## src/rtl/div_seq_pkg.sv

```systemverilog
// Shared encodings and handshake constants for the sequential divider.
package div_seq_pkg;

   typedef enum logic [1:0] {
      DIV_FREE   = 2'b00,
      DIV_BYZERO = 2'b01,
      DIV_ON     = 2'b10,
      DIV_END    = 2'b11
   } div_state_e;

   localparam logic DIV_RESULT_READY     = 1'b1;
   localparam logic DIV_RESULT_NOT_READY = 1'b0;
   localparam logic DIV_START            = 1'b1;
   localparam logic DIV_STOP             = 1'b0;

   localparam int unsigned DOUBLE_REG_W = 64;
   typedef logic [DOUBLE_REG_W-1:0] double_reg_t;

endpackage

```

## src/rtl/div_seq.sv

```systemverilog
// Radix-2 restoring divider for DIV/DIVU: sequencer FSM plus one-bit-per-cycle datapath.
// Result packs {remainder, quotient} for HI/LO.
module div_seq
   import div_seq_pkg::*;
#(
   parameter int unsigned WIDTH = 32
) (
   input  logic                 clk,
   input  logic                 rst,
   input  logic                 signed_div_i,
   input  logic [WIDTH-1:0]     opdata1_i,
   input  logic [WIDTH-1:0]     opdata2_i,
   input  logic                 start_i,
   input  logic                 annul_i,
   output logic [2*WIDTH-1:0]   result_o,
   output logic                 ready_o,
   output logic                 stallreq_o
);

   localparam int unsigned CNT_W  = $clog2(WIDTH + 1);
   localparam int unsigned WORK_W = 2 * WIDTH + 1;

   div_state_e             state_q, state_d;
   logic [CNT_W-1:0]       cnt_q, cnt_d;
   logic [WORK_W-1:0]      work_q, work_d;
   logic [WIDTH-1:0]       divisor_q, divisor_d;
   logic                   neg_quo_q, neg_quo_d;
   logic                   neg_rem_q, neg_rem_d;
   logic [2*WIDTH-1:0]     result_q, result_d;
   logic                   ready_q, ready_d;

   logic [WIDTH-1:0]       op1_abs, op2_abs, quo, rem;
   logic [WIDTH:0]         trial;

   // Magnitudes for the unsigned core; the spare low bit of work_q pre-shifts the dividend.
   assign op1_abs = (signed_div_i && opdata1_i[WIDTH-1]) ? WIDTH'(WIDTH'(0) - opdata1_i) : opdata1_i;
   assign op2_abs = (signed_div_i && opdata2_i[WIDTH-1]) ? WIDTH'(WIDTH'(0) - opdata2_i) : opdata2_i;
   assign trial   = {1'b0, work_q[2*WIDTH-1:WIDTH]} - {1'b0, divisor_q};
   assign quo     = neg_quo_q ? WIDTH'(WIDTH'(0) - work_q[WIDTH-1:0]) : work_q[WIDTH-1:0];
   assign rem     = neg_rem_q ? WIDTH'(WIDTH'(0) - work_q[2*WIDTH:WIDTH+1]) : work_q[2*WIDTH:WIDTH+1];

   always_comb begin
      state_d   = state_q;
      cnt_d     = cnt_q;
      work_d    = work_q;
      divisor_d = divisor_q;
      neg_quo_d = neg_quo_q;
      neg_rem_d = neg_rem_q;
      result_d  = result_q;
      ready_d   = ready_q;

      case (state_q)
         DIV_FREE: begin
            result_d = '0;
            ready_d  = DIV_RESULT_NOT_READY;
            if (start_i == DIV_START && !annul_i) begin
               if (opdata2_i == '0) begin
                  state_d = DIV_BYZERO;
               end else begin
                  state_d   = DIV_ON;
                  cnt_d     = '0;
                  divisor_d = op2_abs;
                  neg_quo_d = signed_div_i & (opdata1_i[WIDTH-1] ^ opdata2_i[WIDTH-1]);
                  neg_rem_d = signed_div_i & opdata1_i[WIDTH-1];
                  work_d    = {WIDTH'(0), op1_abs, 1'b0};
               end
            end
         end
         DIV_BYZERO: begin
            result_d = '0;
            if (annul_i) begin
               state_d = DIV_FREE;
               ready_d = DIV_RESULT_NOT_READY;
            end else begin
               state_d = DIV_END;
               ready_d = DIV_RESULT_READY;
            end
         end
         DIV_ON: begin
            if (annul_i) begin
               state_d  = DIV_FREE;
               result_d = '0;
               ready_d  = DIV_RESULT_NOT_READY;
               cnt_d    = '0;
            end else if (cnt_q != CNT_W'(WIDTH)) begin
               // Restore by simply not committing a negative trial.
               if (trial[WIDTH]) begin
                  work_d = {work_q[WORK_W-2:0], 1'b0};
               end else begin
                  work_d = {trial[WIDTH-1:0], work_q[WIDTH-1:0], 1'b1};
               end
               cnt_d = cnt_q + CNT_W'(1);
            end else begin
               result_d = {rem, quo};
               ready_d  = DIV_RESULT_READY;
               state_d  = DIV_END;
               cnt_d    = '0;
            end
         end
         DIV_END: begin
            if (start_i == DIV_STOP || annul_i) begin
               state_d  = DIV_FREE;
               result_d = '0;
               ready_d  = DIV_RESULT_NOT_READY;
            end
         end
         default: state_d = DIV_FREE;
      endcase
   end

   always_ff @(posedge clk) begin
      if (rst) begin
         state_q   <= DIV_FREE;
         cnt_q     <= '0;
         work_q    <= '0;
         divisor_q <= '0;
         neg_quo_q <= 1'b0;
         neg_rem_q <= 1'b0;
         result_q  <= '0;
         ready_q   <= DIV_RESULT_NOT_READY;
      end else begin
         state_q   <= state_d;
         cnt_q     <= cnt_d;
         work_q    <= work_d;
         divisor_q <= divisor_d;
         neg_quo_q <= neg_quo_d;
         neg_rem_q <= neg_rem_d;
         result_q  <= result_d;
         ready_q   <= ready_d;
      end
   end

   assign result_o   = result_q;
   assign ready_o    = ready_q;
   assign stallreq_o = start_i & ~ready_q & ~annul_i;

endmodule
```

## config.mk

```make
export PLATFORM = sky130hd
export DESIGN_NAME = div_seq
export DESIGN_NICKNAME = d
export VERILOG_FILES = /design/src/rtl/div_seq_pkg.sv /design/src/rtl/div_seq.sv
export SDC_FILE = /design/constraint.sdc
export NUM_CORES = 1
export LEC_CHECK = 0
export BUFFER_PORTS_ARGS = -buffer_cell sky130_fd_sc_hd__clkbuf_2
export CORE_MARGIN = 2
export CORE_UTILIZATION = 35
export DETAILED_ROUTE_END_ITERATION = 8
export SLEW_MARGIN = 20
export SYNTH_ARGS = -nofsm -noshare
export SYNTH_HDL_FRONTEND = slang
export SYNTH_SLANG_ARGS = --single-unit
```

## constraint.sdc

```tcl
create_clock -name clk -period 4 [get_ports clk]
set_clock_uncertainty 0.2 [all_clocks]
set_input_delay 0.8 -clock clk [delete_from_list [all_inputs] [get_ports clk]]
set_output_delay 0.8 -clock clk [all_outputs]
set_load 0.02 [all_outputs]
```

==> summary.md <==
| Metric | Value |
|---|---|
| CP max stage delay | 510 ps |
| GR peak layer | met1 |
| Worst-Margin Slew | 805 ps |
| Clk pin slew, worst setup/hold paths | 70 ps |
| Peak supply drop | 0.323 mV |
| Tcrit/Tclk final | 91.0% |
| FF+latch count, synth | 172 |
| GR Layer Usage met2 | 26.7% |
| CTS tree | yes |
| Mux contribution to synthesized area | 2.47% |
| Asr flop ratio synth | 0% |
| Vias in the first global route | 9444 |
| DIE WIDTH | 181 µm |
| Post-synthesis compound-gate area fraction | 24.4% |
| Cell breakdown of the critical path | inv_1 -> ha_1 -> nor2b_1 -> o31ai_1 -> a211oi_1 -> o21ai_0 -> a21oi_1 -> o21ai_0 -> a21o_1 -> nor3_1 -> a221o_1 |
| Endpoint class of the critical path | flop |
| Final Core Density | 41.8% |
| Clk_lat worst skew | 440 ps |
| Cell leakage power | 5.20 nW |
| Clk root buf | clkbuf_16 |
| DR WL/cell | 16.5 µm |
| Synthesis-to-finish area growth | 17.2% |
| GRT Overall Usage | 19.5% |
| Outcome | finished, final reports clean |
| Rows | 64 |
| R2R depth | 11 |
| Post-DRT Antenna Nets | 0 |
| Worst R2R Start | divisor_q[2] |
| Reg power frac | 33.4% |
| Min-Delay Endpoint | result_o[0] |
| Comb pwr share | 36.2% |
| Vias/cell | 5.31 |
| Initial Util | 35.6% |
| Power Density | 485 nW/µm² |
| Met3 Usage GRT | 3.63% |
| Required @ worst endpoint | 4120 ps |
| Initial drt markers | 709 |
| H-tree level count | 4 |
| Layout Cells excl Fill | 1931 |
| Fin. Hold Viols | 0 |
| Setup CP Type | reg -> reg |
| Detail Placement HPWL | 24500 µm |
| Post-synthesis xor/xnor area fraction | 11.5% |
| Drt pass-1 iters | 5 |
| Warnings from Yosys | 0 |
| Largest net degree at the start of global routing | 75 |
| EDFF count, synth | 0 |
| Avg Cell Area, Syn | 7.77 µm² |
| Post-cts hold buffer count | 0 |
| Hold Crit Depth | 2 |
| Core area | 30700 µm² |
| Nets | 1634 |
| Grt total ovfl | 0 |
| Fmax | 0.275 GHz |
| Routability cong. | 0.893 |
| Most frequent CP cell | o21ai_0 |
| Antenna cells | 0 |
| FF-to-FF setup slack | 360 ps |
| DRC | 0 |
| Worst Path Max Fanout | 13 |
| Main synth FF type | dfxtp_1 |
| Global routing usage on met1 | 30.3% |
| Dpl cells | 1899 |
| Leading post-synthesis cells by cell area | dfxtp_1, xnor2_1, nand2_1 |
| # Max-Cap Violations | 0 |
| Vias | 10261 |
| P_sw | 2.34 mW |
| Cell-internal power | 3.88 mW |
| Die Height | 181 µm |
| Initial antenna violation count | 0 |
| Area leader, netlist | dfxtp_1 |
| Slew Limit Fails | 0 |
| Max Root-Sink Buffers | 2 |
| Synth cell types | 70 |
| Hold slack | 257 ps |
| Most common cell after layout, fill and taps aside | dfxtp_1 |
| Synth Area in Simple Gates | 20.2% |
| Layout cells sized above 1 | 15.9% |
| Total negative slack | 0 ps |
| RSZ-0062 raised after global routing | false |
| Seq/Total Area, Yosys | 31.4% |
| # IOs | 135 |
| Clk pwr share | 30.4% |
| RR Endpoint | work_q[60] |
| Hold/Removal Path Class | reg -> reg |
| Critical path's slowest cell | o21ai_0 |
| Total wire length | 31900 µm |
| Largest family of logic cells by synthesized area | compound AO/OA/AOI/OAI gates |
| CP Launch Type | flop |
| Final min period | 3640 ps |
| Slew HR | 46.4% |
| Min-Delay Startpoint | result_o[0] |
| Sink Count | 172 |
| Most frequent cells in the layout | dfxtp_1, nand2_1, nor2_1 |
| I/O Buffers | 134 |
| Final setup fails | 0 |
| Total CTS buffers | 17 |
| CP startpoint | divisor_q[2] |
| Die Area | 32700 µm² |
| First-pass GRT wire length | 51600 µm |
| Sw frac | 37.6% |
| Mapped Nets | 1522 |
| Cell Area, Synth | 11000 µm² |
| Mapped Cells | 1410 |
| Critical path arrival | 3760 ps |
| Yosys top cell area share | 31.4% |
| Postcts setup bufs | 0 |
| Area share of fa/ha/maj cells after synthesis | 4.98% |
| Post-CTS Resized | 0 |
registers in the layout (all words and copies together), names as in the netlist:
register and flops:
ready_o 1, divisor_q 32, neg_quo_q 1, neg_rem_q 1
result_o 64, state_q 2, work_q 65, cnt_q 6
worst max path at each step:
stage / end / slack, ps / cells past startpoint
after floorplan: work_q[60] / 600 / 11
after global placement: work_q[61] / 310 / 9
after detailed placement: cnt_q[5] / 290 / 12
after CTS: work_q[60] / 420 / 11
after global routing: work_q[60] / 130 / 11
final: work_q[60] / 360 / 11
stage by stage:
step	power [mW]	cell area [µm²]	worst slack, ps
global placement	4.32	12200	307
floorplan	3.73	11000	599
global route	6.61	12800	126
CTS	6.25	12800	417
finish	6.22	12800	359
detailed placement	4.35	12200	286
cell type report:
type	count	area [µm²]
sequential	172	3440
clock inverter	14	229
clock buffer	18	429
multi-input combinational	1098	6990
inverter	56	210
timing repair buffer	177	1050
tap	396	495
fill	3153	17900
synth_stat cells (18+ instances only):
master and count:
inv_1 56, a22oi_1 32, nor2_1 146, nor4_1 19, xnor2_1 98, o21ai_0 104, ha_1 42, nor3_1 35
clkbuf_1 59, a21oi_1 110, nand2_1 168, a22o_1 25, buf_2 21, a211oi_1 37, dfxtp_1 172, mux2i_1 27
o31ai_1 19, nand3_1 18, xor2_1 46
routing by layer:
layer | up-vias | wire (µm)
li1 | 5249 | -
met5 | - | 0
met4 | 0 | 498
met3 | 32 | 1870
met2 | 301 | 12600
met1 | 4679 | 16900
critical path: cells and delay by family (launching register included):
kind | cells | cell delay, ps
compound gates | 7 | 2290
fa+ha+maj | 1 | 330
buf+inv | 1 | 60
flops | 1 | 360
simple gates | 2 | 280
power groups by stage:
stage	Combinational (mW)	Clock [mW]	Sequential [mW]
after CTS	2.24	1.93	2.07
after global routing	2.51	2.00	2.11
after floorplan	1.67	0	2.06
after global placement	2.21	0	2.11
final	2.25	1.89	2.08
after detailed placement	2.24	0	2.11
kinds of logic after synthesis:
logic type	after synthesis
fa+ha+maj	43
simple gates	475
compound gates	409
mux	27
flops	172
xor+xnor	144
buf+inv	140
No activity file was read; power rests on OpenSTA's default activity.
